$ cat src/rtl/ifu_fetch.sv
// Instruction fetch unit: PC register, ready-handshaked fetch, IR field decode and next-PC select.
// Optional retired-instruction counter enabled by defining IFU_ICOUNT_EN.
module ifu_fetch #(
  parameter int                ADDR_W   = 32,
  parameter logic [ADDR_W-1:0] PC_RESET = 32'h0000_0000
) (
  input  logic              CLK,
  input  logic              nRST,
  input  logic [1:0]        PCSel,
  input  logic [31:0]       ExtImm,
  output logic              IMemReq,
  output logic [ADDR_W-1:0] IMemAddr,
  input  logic              IMemRdy,
  input  logic [31:0]       IMemData,
  output logic [ADDR_W-1:0] PC,
  output logic [ADDR_W-1:0] PC4,
  output logic [31:0]       Instr,
  output logic [5:0]        Op,
  output logic [5:0]        Func,
  output logic [4:0]        Rs,
  output logic [4:0]        Rt,
  output logic [4:0]        Rd,
  output logic [4:0]        Sa,
  output logic [15:0]       Imm16,
  output logic              InsValid,
  output logic              Halted,
  output logic [31:0]       InsCount
);

  // state   | meaning
  // S_REQ   | request held on IMemAddr until IMemRdy
  // S_EXEC  | IR valid for one cycle, PCSel sampled at closing edge
  // S_HALTED| HALT retired, only nRST leaves
  typedef enum logic [1:0] {
    S_REQ    = 2'd0,
    S_EXEC   = 2'd1,
    S_HALTED = 2'd2
  } state_t;

  localparam logic [1:0] SEL_NEXT = 2'b00;
  localparam logic [1:0] SEL_REL  = 2'b01;
  localparam logic [1:0] SEL_ABS  = 2'b10;

  state_t            state_q;
  logic              req_q;
  logic [ADDR_W-1:0] pc_q;
  logic [ADDR_W-1:0] pc_d;
  logic [ADDR_W-1:0] pc4;
  logic [31:0]       ir_q;

  assign pc4 = pc_q + 32'd4;

  always_comb begin
    pc_d = pc_q;
    unique case (PCSel)
      SEL_NEXT: pc_d = pc4;
      SEL_REL:  pc_d = pc4 + (ExtImm << 2);
      SEL_ABS:  pc_d = {pc4[31:28], ir_q[25:0], 2'b00};
      default:  pc_d = pc_q;
    endcase
  end

  // req_q is registered so IMemReq reads 0 in reset; the first fetch after
  // reset therefore spends one extra cycle in S_REQ before the request rises.
  always_ff @(posedge CLK or negedge nRST) begin
    if (!nRST) begin
      state_q <= S_REQ;
      req_q   <= 1'b0;
      pc_q    <= PC_RESET;
      ir_q    <= '0;
    end else begin
      unique case (state_q)
        S_REQ: begin
          if (req_q && IMemRdy) begin
            ir_q    <= IMemData;
            req_q   <= 1'b0;
            state_q <= S_EXEC;
          end else begin
            req_q   <= 1'b1;
          end
        end
        S_EXEC: begin
          pc_q <= pc_d;
          if (PCSel == 2'b11) begin
            state_q <= S_HALTED;
          end else begin
            req_q   <= 1'b1;
            state_q <= S_REQ;
          end
        end
        S_HALTED: begin
          req_q <= 1'b0;
        end
        default: begin
          req_q   <= 1'b0;
          state_q <= S_REQ;
        end
      endcase
    end
  end

`ifdef IFU_ICOUNT_EN
  logic [31:0] cnt_q;

  always_ff @(posedge CLK or negedge nRST) begin
    if (!nRST) begin
      cnt_q <= '0;
    end else if (state_q == S_EXEC) begin
      cnt_q <= cnt_q + 32'd1;
    end
  end

  assign InsCount = cnt_q;
`else
  assign InsCount = '0;
`endif

  assign IMemReq  = req_q;
  assign IMemAddr = pc_q;
  assign PC       = pc_q;
  assign PC4      = pc4;
  assign Instr    = ir_q;
  assign Op       = ir_q[31:26];
  assign Func     = ir_q[5:0];
  assign Rs       = ir_q[25:21];
  assign Rt       = ir_q[20:16];
  assign Rd       = ir_q[15:11];
  assign Sa       = ir_q[10:6];
  assign Imm16    = ir_q[15:0];
  assign InsValid = (state_q == S_EXEC);
  assign Halted   = (state_q == S_HALTED);

endmodule

$ cat config.mk
export PLATFORM = sky130hd
export DESIGN_NAME = ifu_fetch
export DESIGN_NICKNAME = d
export VERILOG_FILES = /design/src/rtl/ifu_fetch.sv
export SDC_FILE = /design/constraint.sdc
export NUM_CORES = 1
export LEC_CHECK = 0
export ABC_AREA = 1
export CAP_MARGIN = 20
export CORE_AREA = 5 5 91 178
export DETAILED_ROUTE_END_ITERATION = 6
export DIE_AREA = 0 0 96 183
export PLACE_DENSITY_LB_ADDON = 0.08
export SLEW_MARGIN = 15
export SYNTH_ARGS = -nofsm -noshare
export SYNTH_HDL_FRONTEND = slang
export SYNTH_SLANG_ARGS = --single-unit
$ cat constraint.sdc
create_clock -name CLK -period 5.6 [get_ports CLK]
set_input_delay 0.56 -clock CLK [delete_from_list [all_inputs] [get_ports CLK]]
set_output_delay 0.56 -clock CLK [all_outputs]
set_load 0.01 [all_outputs]
# == Word level (Yosys, flattened, before mapping) ==
# Cells that the tools add are included.
# word_totals
ff_bits,67
input_bits,69
out_inout_bits,211
word_cells,28
# op_classes
n_addsub,2
n_eq_ne,7
n_mux,7
bitwise,1
reduce_logical,7
# ops
operator,n
$pmux W32 S3,1
$add A32 B3 Y32 const B,1
$add A32 B32 Y32,1
$eq A2 B2 Y1 const B,3
$pmux W2 S3,1
$reduce_and A2 Y1,3
$eq A2 B1 Y1 const B,2
$logic_not A2 Y1,2
$mux W2,2
$ne A2 B2 Y1 const B,2
$reduce_bool A3 Y1,1
$mux W1,2
$pmux W1 S2,1
$logic_and A1 B1 Y1,1
$not A1 Y1,1

# == Logic depth before layout (Yosys ltp) ==
# Gate-level depths: netlist (run 1).
# logic_depth
word_depth,3
depth_mapped,22
mapped_depth_nobuf,22

# == Least setup slack after synthesis (run 1) ==
# No wires, ideal clock.
# synth_path
path_kind,register to register
startpoint,reg pc_q[2] (netlist: IMemAddr[2])
endpoint,reg pc_q[15] (netlist: IMemAddr[15])
setup_time_ps,116
arrival_ps,2837
required_ps,5484
setup_slack_ps,2647
stages_incl_launch_ff,19
n_path_buf,0
period_less_slack_ps,2953
cell_sequence,dfrtp_1 -> ha_1 -> nand3_1 -> nor2_4 -> inv_1 -> nor3_2 -> xor2_1 -> inv_1 -> ha_1 -> nand2_1 -> inv_1 -> nand2_1 -> inv_1 -> a21oi_1 -> nand2_1 -> or2_2 -> nand3_1 -> a21o_1 -> nand2_1
# synth_via
elab_chain_len,3
# synth_lines
element,line_no,rtl
from (decl),46,logic [ADDR_W-1:0] pc_q;
from (signal assigned),83,pc_q <= pc_d;
$add A32 B3 Y32,51,assign pc4 = pc_q + 32'd4;
via PC4[14],16,"output logic [ADDR_W-1:0] PC4,"
$add A32 B32 Y32,57,SEL_REL: pc_d = pc4 + (ExtImm << 2);
$pmux W32 S3,55,unique case (PCSel)
# The timed path passes the listed nets, and every way through them passes these cells.
# A chain may end at the register's enable or synchronous reset.

# == Worst setup path in the final report (run 1) ==
# layout_path
startpoint,reg pc_q[2] (netlist: IMemAddr[2])
endpoint,reg pc_q[25] (netlist: IMemAddr[25])
# layout_via
elab_chain_len,3
# layout_lines
element,line_no
$add A32 B3 Y32 *,51
$add A32 B32 Y32,57
$pmux W32 S3 *,55
# Mark *: on every way between the ends. The rest lies on a longest branch, timed or not.

==> results of run 1 <==
power by group through the flow:
stage          Combinational [µW]  Sequential, µW  Clock, µW
2_1_floorplan                 433             539          0
3_3_place_gp                  709             543          0
3_5_place_dp                  714             542          0
4_1_cts                       719             534        663
5_1_grt                       793             540        685
6_report                      722             536        658
per-layer routing:
metal | wire length (µm) | share of wire (%) | GRT usage, % | vias up
met4 | 1955 | 7.6 | 20.24 | 0
li1 | - | - | - | 3728
met2 | 12680 | 49 | 47.16 | 320
met3 | 1645 | 6.4 | 3.736 | 64
met1 | 9605 | 37 | 33.82 | 3547
met5 | 0 | 0 | 0 | -
placed cells by master (no fill, tap or decap), types with 15 or more instances in the layout:
master	instances
dfrtp_1	65
a21oi_1	66
xor2_1	15
conb_1	38
nand2_1	415
ha_1	38
nor2_1	70
clkdlybuf4s50_1	238
nand3_1	71
o21ai_0	34
inv_1	156
synth_stat cells (2+ instances only):
cell        n  area (µm²)
ha_1       38       475.5
o21bai_1    4       30.03
nor3_2      3       30.03
a21o_1      3       22.52
clkbuf_1   20       75.07
xnor2_1     3       26.28
nand3b_1    3       22.52
dfrtp_1    65        1627
buf_2       2       10.01
or2_2       6       37.54
nor3_1     14       70.07
nand4_1    12       75.07
o211ai_1    5       37.54
xor2_1     15       131.4
a21oi_1    66       330.3
nor2_4      2       22.52
nor2_1     71       266.5
nand2_1   415        1558
nor2_2      5       31.28
and2_1      2       12.51
buf_4     116       870.8
inv_1     156       585.6
nand3_1    71       355.3
o21ai_0    34       170.2
nand2_2     6       37.54
sequential cells by signal (all words and copies together) (netlist names):
signal    flops
Instr        32
IMemReq       1
state_q       2
IMemAddr     30
kinds of logic after synthesis:
| kind of cell | count (synthesis) |
|---|---|
| simple gates | 614 |
| other cells | 1 |
| fa+ha+maj | 39 |
| compound gates | 116 |
| xor+xnor | 18 |
| buf+inv | 295 |
| flops | 65 |
layout make-up:
cell class                      instances  share of cell area (%)
Clock buffer                           10                   2.482
Clock inverter                          6                   1.248
Inverter                              156                   6.347
Multi-Input combinational cell        825                   43.20
Sequential cell                        65                   17.63
Tap cell                              195                   2.645
Timing Repair Buffer                  245                   26.45
stage by stage:
step / total power [µW] / utilization, %
6_report: 1917 / 62.92
2_1_floorplan: 971.6 / -
3_3_place_gp: 1251 / 60.47
4_1_cts: 1917 / 62.92
5_1_grt: 2018 / 62.92
3_5_place_dp: 1257 / 60.57
worst min path at each step:
stage                                to  slack, ns  depth (start not counted)
5_1_grt        IMemAddr[31]$_DFFE_PN0P_       0.50                          2
6_report       IMemAddr[31]$_DFFE_PN0P_       0.41                          2
3_5_place_dp      Instr[26]$_DFFE_PN0P_       0.48                          2
2_1_floorplan  IMemAddr[10]$_DFFE_PN0P_       0.26                          0
3_3_place_gp      Instr[26]$_DFFE_PN0P_       0.48                          2
4_1_cts        IMemAddr[31]$_DFFE_PN0P_       0.46                          2
==> flow_summary.ini, run 1 <==
[floorplan]
die_area_mm2 = 0.01757
fp.dieH_um = 183
die_w_um = 96
io_pins = 280
initial_core_util_pct = 47.82
rows = 63
core_mm2 = 0.01466

[worst_setup_path]
crit_chain = ha_1, nand3_1, nor2_4, inv_1, nor3_2, xor2_1, inv_1, ha_1, nand2_1, nor2_1, inv_1, o21ai_0, nand2_1, nand3_1, nand2_1, nand3_1, nand2_1, nand2_1, nand2_1
cp.depth = 19
endpoint_kind = register
cp_max_fo = 8
cp_common_cell = nand2_1
max_stage_delay_ns = 0.54
cp.required_ns = 5.82
critical_path_class = reg2reg
crit_path_end = IMemAddr[25]$_DFFE_PN0P_
crit_family = simple AND/OR/NAND/NOR gates
worst_r2r_path_depth = 19
cp.arrival_ns = 4.02
startpoint = IMemAddr[2]$_DFFE_PN0P_
startpoint_type = register
ff2ff_setup_slack_ns = 1.81
worstReg2RegEnd = IMemAddr[25]$_DFFE_PN0P_
critPathBufInv = 3
r2r_start = IMemAddr[2]$_DFFE_PN0P_
slowest_stage = dfrtp_1

[timing]
worst_hold_slack_ns = 0.4086
finalSetupViolations = 0
tightest_slew_ns = 0.9691
hold_viol = 0
min_period_ns = 3.792
period_share_pct = 67.71
finClkSkew_ns = 0.007045
slew_viol_final = 0
slew_headroom_pct = 35.32
rsz0062_at_grt = false
worst_slack_ns = 1.808
finalSetupTns_ns = 0
max_freq_mhz = 263.7

[clock_tree]
cts_htree_levels = 3
cts_buffer_depth = 2
cts_setup_buffers = 0
cts_tree = done
cts_resized = 0
cts_hold_buf = 0
cts_buffers = 9
clkTransAtPathRegs_ns = 0.06
cts_root_buf = clkbuf_16
clock_sinks = 65
worst_skew_pair.late_latency_ns = 0.34

[run_status]
failed_checks = DRC
status = finished, violations left

[synthesis]
synth_mux_area_share_pct = 0
ys_types = 36
synth_fa_ha_area_share_pct = 7.068
synth_compound_area_share_pct = 8.888
syn_area_mm2 = 0.007010
synth_top_family_by_area = simple AND/OR/NAND/NOR gates
synth_edf_count = 0
ys_seq_area_share_pct = 23.20
synthXorXnorAreaFrac_pct = 2.249
yosys.area_share.simple_pct = 36.50
synth_ff_type = dfrtp_1
yosys_warnings = 0
synthArstFlopShare_pct = 100.0
ys_seq_elements = 65
syn_inst = 1148
syn_area_per_cell_um2 = 6.107

[power_and_ir_drop]
p_int_uw = 1224
p_seq_share_pct = 28.0
p_sw_share_pct = 36.12
leakage_uw = 0.004782
power.density_mw_per_mm2 = 207.8
share_clk_of_total_power_pct = 34.3
power_frac_comb_pct = 37.7
switchingPower_uw = 692.4
ir_drop_v = 0.0001527

[cells_and_area]
design_area_mm2 = 0.009225
layout-drive-gt1-share_pct = 3.749
multi_input_area_mm2 = 0.003985
syn2layout_area_growth_pct = 31.59
nNetsFinal = 1410
seq_area_mm2 = 0.001627
final_cells = 1502
fillerInstances = 1440
antenna_cells = 0

[global_routing]
grt_start_max_net_pins = 66
grt_pass1_vias = 7233
track_usage_pct = 28.81
grt_remaining_overflow = 0
antenna_found_initial = 0
grt_pass1_wl_um = 38410

[detailed_routing]
drt_first_pass_iters = 7
ant_nets = 0
avgRoutedWirePerCell_um = 17.23
drc_errors = 6
dr_total_vias = 7659
drt-initial-drc-count = 446
viasPerCell = 5.099
routed_wl_um = 25880

[hold_path]
hold_class = in2async

[placement]
place_inst = 1486
gp_congestion = 0.9524
dp_slack_ns = 1.862
hpwl_um = 21210
dpl_cell_area_mm2 = 0.008881
io_buffers = 239

[job]
max-cap-violations = 0
No activity file was read; power rests on OpenSTA's default activity.
==> inputs of run 2 (changes only) <==
- CORE_AREA: 5 5 91 178 -> 5 5 95 185
- DIE_AREA: 0 0 96 183 -> 0 0 100 190
- clock period: 5.6 -> 3.8 ns (I/O delays scaled with it)
==> run 2 against run 1 <==
Compared with the run above:
- the run now ends clean
- via count shrank 1.4%
- core utilization shrank 5.2 points
- count of clock-buffer cells in the layout stayed put
- non-clock buffer count is 10 higher
- sequential power increased by 48%
- critical path depth increased by 1
- clock power increased by 40%
- combinational power increased by 50%
- largest cell class unchanged
- highest routed layer unchanged
==> flow_summary.ini, run 2 (synthesis gave the netlist of run 1 again) <==
[detailed_routing]
drt_first_pass_iters = 5
ant_nets = 0
viasPerCell = 4.965
drt-initial-drc-count = 392
drc_errors = 0
dr_total_vias = 7552
routed_wl_um = 26310
avgRoutedWirePerCell_um = 17.30

[worst_setup_path]
startpoint_type = register
cp.required_ns = 4.03
crit_family = simple AND/OR/NAND/NOR gates
startpoint = IMemAddr[4]$_DFFE_PN0P_
crit_chain = nand2_2, nor2_2, nand2_2, nor2_4, nand2_2, nor3_2, xor2_1, inv_1, ha_1, nand2_1, nor2_1, inv_1, nor2_1, nand4_1, nand3_1, nand2_1, nand3_1, nand2_1, nand2_1, nand2_1
critical_path_class = reg2reg
cp_max_fo = 7
critPathBufInv = 2
max_stage_delay_ns = 0.51
slowest_stage = dfrtp_1
cp.arrival_ns = 3.79
endpoint_kind = register
cp_common_cell = nand2_1
r2r_start = IMemAddr[4]$_DFFE_PN0P_

[hold_path]
hold_class = in2async

[placement]
dpl_cell_area_mm2 = 0.008957
gp_congestion = 0.9462
hpwl_um = 21690
io_buffers = 239

[clock_tree]
cts_buffer_depth = 2
clock_sinks = 65
cts_buffers = 9
cts_htree_levels = 3
clkTransAtPathRegs_ns = 0.06
cts_setup_buffers = 0
cts_tree = done
worst_skew_pair.late_latency_ns = 0.33
cts_root_buf = clkbuf_16

[run_status]
status = completed

[timing]
finalSetupViolations = 0
slew_headroom_pct = 32.83
tightest_slew_ns = 1.006
rsz0062_at_grt = false
max_freq_mhz = 280.8
finClkSkew_ns = 0.004864
slew_viol_final = 0
hold_viol = 0
worst_hold_slack_ns = 0.1293
min_period_ns = 3.561
finalSetupTns_ns = 0
period_share_pct = 93.71

[global_routing]
grt_start_max_net_pins = 36
grt_pass1_vias = 7351
antenna_found_initial = 0
grt_remaining_overflow = 0
track_usage_pct = 26.74
grt_pass1_wl_um = 39090

[cells_and_area]
syn2layout_area_growth_pct = 32.55
seq_area_mm2 = 0.001627
final_cell_mix = nand2_1 (415), clkdlybuf4s50_1 (238), inv_1 (156), nand3_1 (71), nor2_1 (71)
design_area_mm2 = 0.009293
multi_input_area_mm2 = 0.003990
fillerInstances = 1642
antenna_cells = 0
nNetsFinal = 1420
largest_reg_flops = 32
final_common_cell = nand2_1
layout-drive-gt1-share_pct = 4.556

[power_and_ir_drop]
power.density_mw_per_mm2 = 299.9
leakage_uw = 0.004822
p_total_uw = 2787
ir_drop_v = 0.0002226

[floorplan]
core_mm2 = 0.01610
initial_core_util_pct = 43.54
io_pins = 280
die_w_um = 100
die_area_mm2 = 0.01900
rows = 66
fp.dieH_um = 190

[job]
max-cap-violations = 0
==> run 2: worst register-to-register path: stages (launching register included) <==
cell	delay (ns)
dfrtp_1	0.51
nand2_2	0.14
nor2_2	0.13
nand2_2	0.09
nor2_4	0.14
nand2_2	0.10
nor3_2	0.15
xor2_1	0.47
inv_1	0.18
ha_1	0.31
nand2_1	0.08
nor2_1	0.21
inv_1	0.10
nor2_1	0.18
nand4_1	0.12
nand3_1	0.11
nand2_1	0.05
nand3_1	0.18
nand2_1	0.08
nand2_1	0.06
nand2_1	0.04
==> run 2: final cells by class <==
type,count,area share (%)
inverters,156,6.301
well taps,204,2.747
repair buffers,255,26.98
clock buffers,10,2.572
multi-input cells,825,42.94
clock inverters,6,0.9560
flip-flops and latches,65,17.50
==> run 2: path summary, 6_finish.rpt <==
kind | end | slack [ns] | depth (start not counted)
max in group asynchronous | Instr[21]$_DFFE_PN0P_ | 2.72 | 2
hold / removal | IMemAddr[31]$_DFFE_PN0P_ | 0.13 | 1
min in group CLK | Instr[28]$_DFFE_PN0P_ | 0.50 | 2
setup / recovery | IMemAddr[21]$_DFFE_PN0P_ | 0.24 | 20
hold reg to reg | Instr[28]$_DFFE_PN0P_ | 0.50 | 2
setup reg to reg | IMemAddr[21]$_DFFE_PN0P_ | 0.24 | 20
==> run 2: metrics by stage <==
stage	worst slack [ns]	util, %	std cells
4_1_cts	0.2507	57.66	1521
5_1_grt	0.007216	57.71	1521
6_report	0.2390	57.71	1521
2_1_floorplan	0.8467	-	1185
3_5_place_dp	0.2825	55.63	1505
3_3_place_gp	0.3446	55.63	1505
==> run 2: metal layers <==
metal	global-route usage (%)	vias up	routed length, µm
li1	-	3756	-
met1	30.17	3461	9899
met2	48.46	285	13660
met3	3.963	50	1498
met4	12.45	0	1252
met5	0	-	0
==> run 2: what timing repair did <==
| item | CTS | global route |
|---|---|---|
| hold buffers | 0 | 0 |
| gates resized for setup | 0 | 2 |
| setup endpoints to repair | 0 | 4 |
==> run 2: power by group <==
| group | internal [µW] | switching, µW | total [µW] |
|---|---|---|---|
| logic | 446 | 632 | 1080 |
| clock network | 593 | 325 | 918 |
| registers | 724 | 67.0 | 791 |
| total | 1760 | 1020 | 2790 |
==> inputs of run 3 (changes only) <==
- CORE_AREA: 5 5 95 185 -> 5 5 107 209
- DIE_AREA: 0 0 100 190 -> 0 0 112 214
==> run 3 against run 2 <==
Compared with the run above:
- maximum frequency is 2.1% higher
- setup slack better by 0.072 ns
- first-iteration DRC count is 25% lower
- worst hold slack better by 0.011 ns
- register-to-register slack better by 0.07 ns
- via count is 0.97% higher
- total power is 0.51% higher
- global-route usage is 3.3 points lower
- critical path depth is 2 lower
- largest cell class unchanged
==> flow_summary.ini, run 3 (synthesis gave the netlist of run 1 again) <==
[run_status]
status = completed

[cells_and_area]
seq_area_mm2 = 0.001628
final_cell_mix = nand2_1 (415), clkdlybuf4s50_1 (238), inv_1 (156), nand3_1 (71), nor2_1 (71)
nNetsFinal = 1442
syn2layout_area_growth_pct = 36.05
final_common_cell = nand2_1
layout-drive-gt1-share_pct = 6.054
multi_input_area_mm2 = 0.003983
largest_reg_flops = 32
design_area_mm2 = 0.009538
antenna_cells = 0
fillerInstances = 2210

[global_routing]
grt_start_max_net_pins = 39
antenna_found_initial = 0
track_usage_pct = 23.42
grt_pass1_vias = 7739
grt_remaining_overflow = 0
grt_pass1_wl_um = 43070

[timing]
finalSetupViolations = 0
rsz0062_at_grt = false
slew_headroom_pct = 44.92
tightest_slew_ns = 0.8262
period_share_pct = 91.82
worst_hold_slack_ns = 0.1405
finalSetupTns_ns = 0
finClkSkew_ns = 0.01157
slew_viol_final = 0
worst_slack_ns = 0.3110
hold_viol = 0
min_period_ns = 3.489
max_freq_mhz = 286.6

[worst_setup_path]
startpoint_type = register
worst_r2r_path_depth = 18
cp_max_fo = 5
slowest_stage = dfrtp_1
max_stage_delay_ns = 0.47
r2r_start = IMemAddr[2]$_DFFE_PN0P_
crit_chain = ha_1, nand3_1, nor2_4, nand4_1, nor2_1, xor2_1, buf_4, inv_1, ha_1, a21oi_1, nand2_1, a21oi_1, nand3_1, nand2_1, nand3_1, nand2_1, nand2_1, nand2_1
ff2ff_setup_slack_ns = 0.31
critical_path_class = reg2reg
endpoint_kind = register
cp_common_cell = nand2_1
cp.arrival_ns = 3.77
worstReg2RegEnd = IMemAddr[27]$_DFFE_PN0P_
cp.required_ns = 4.08

[placement]
gp_congestion = 0.9401
dpl_cell_area_mm2 = 0.009205
hpwl_um = 24070
io_buffers = 239
dp_slack_ns = 0.2612

[floorplan]
die_w_um = 112
rows = 74
fp.dieH_um = 214
io_pins = 280
initial_core_util_pct = 34.26
die_area_mm2 = 0.02397
core_mm2 = 0.02046

[detailed_routing]
routed_wl_um = 28720
drt-initial-drc-count = 294
ant_nets = 0
drc_errors = 0
viasPerCell = 4.754
avgRoutedWirePerCell_um = 17.91
drt_first_pass_iters = 5
dr_total_vias = 7625

[hold_path]
hold_class = in2async

[clock_tree]
clkTransAtPathRegs_ns = 0.06
worst_skew_pair.late_latency_ns = 0.34
cts_tree = done
cts_setup_buffers = 0
cts_root_buf = clkbuf_16
cts_buffers = 9
cts_htree_levels = 3
clock_sinks = 65
cts_buffer_depth = 2

[power_and_ir_drop]
p_total_uw = 2801
power.density_mw_per_mm2 = 293.7
ir_drop_v = 0.0003509
leakage_uw = 0.004934

[job]
max-cap-violations = 0
[run 3: changes by cell type in the layout (fill, tap and decap cells not counted), sizes merged]
cell and change:
clkbuf +1, clkinvlp -1, buf +22, bufinv -1
[run 3: how the worst max path moves through the flow]
stage | start | endpoint | slack [ns] | cells past startpoint
after global placement | IMemAddr[3]$_DFFE_PN0P_ | IMemAddr[27]$_DFFE_PN0P_ | 0.30 | 18
after global routing | IMemAddr[2]$_DFFE_PN0P_ | IMemAddr[27]$_DFFE_PN0P_ | 0.004 | 18
after detailed placement | IMemAddr[3]$_DFFE_PN0P_ | IMemAddr[27]$_DFFE_PN0P_ | 0.26 | 18
final | IMemAddr[2]$_DFFE_PN0P_ | IMemAddr[27]$_DFFE_PN0P_ | 0.31 | 18
after CTS | IMemAddr[3]$_DFFE_PN0P_ | IMemAddr[23]$_DFFE_PN0P_ | 0.24 | 22
after floorplan | IMemAddr[2]$_DFFE_PN0P_ | IMemAddr[15]$_DFFE_PN0P_ | 0.85 | 18
[run 3: power by group]
group	switching [µW]	total (µW)	leakage [µW]	internal (µW)
clock	328	870	0.000148	541
sequential	60.3	784	0.000854	724
combinational	669	1150	0.00393	478
total	1060	2800	0.00493	1740
[run 3: per-layer routing]
layer / vias up / routed length (µm) / global-route usage [%]
met1: 3454 / 9830 / 22.85
met2: 306 / 15190 / 43.69
met5: - / 0 / 0
met4: 0 / 2279 / 16.85
li1: 3792 / - / -
met3: 73 / 1422 / 3.558
[run 3: what timing repair did]
| action | 4_1_cts | 5_1_grt |
|---|---|---|
| hold buffers | 0 | 0 |
| setup endpoints to repair | 0 | 3 |
| resized for setup | 0 | 2 |
| endpoints found under the hold margin | 0 | 0 |
[run 3: layout make-up]
class | count | share of cell area [%]
multi-input cells | 825 | 41.76
clock buffers | 11 | 2.650
clock inverters | 4 | 0.5378
well taps | 266 | 3.489
inverters | 156 | 6.139
repair buffers | 277 | 28.36
flip-flops and latches | 65 | 17.07
[run 3: stage by stage]
stage,util [%],cells
6_report,46.61,1604
2_1_floorplan,-,1185
5_1_grt,46.61,1604
3_5_place_dp,44.99,1588
4_1_cts,46.47,1603
3_3_place_gp,44.99,1588
[run 3: worst max-delay path, delay by kind of cell (launching register included)]
| family | cells | cell delay [ns] |
|---|---|---|
| buf+inv | 2 | 0.22 |
| compound gates | 2 | 0.45 |
| simple gates | 11 | 1.51 |
| xor+xnor | 1 | 0.21 |
| flops | 1 | 0.47 |
| fa+ha+maj | 2 | 0.58 |
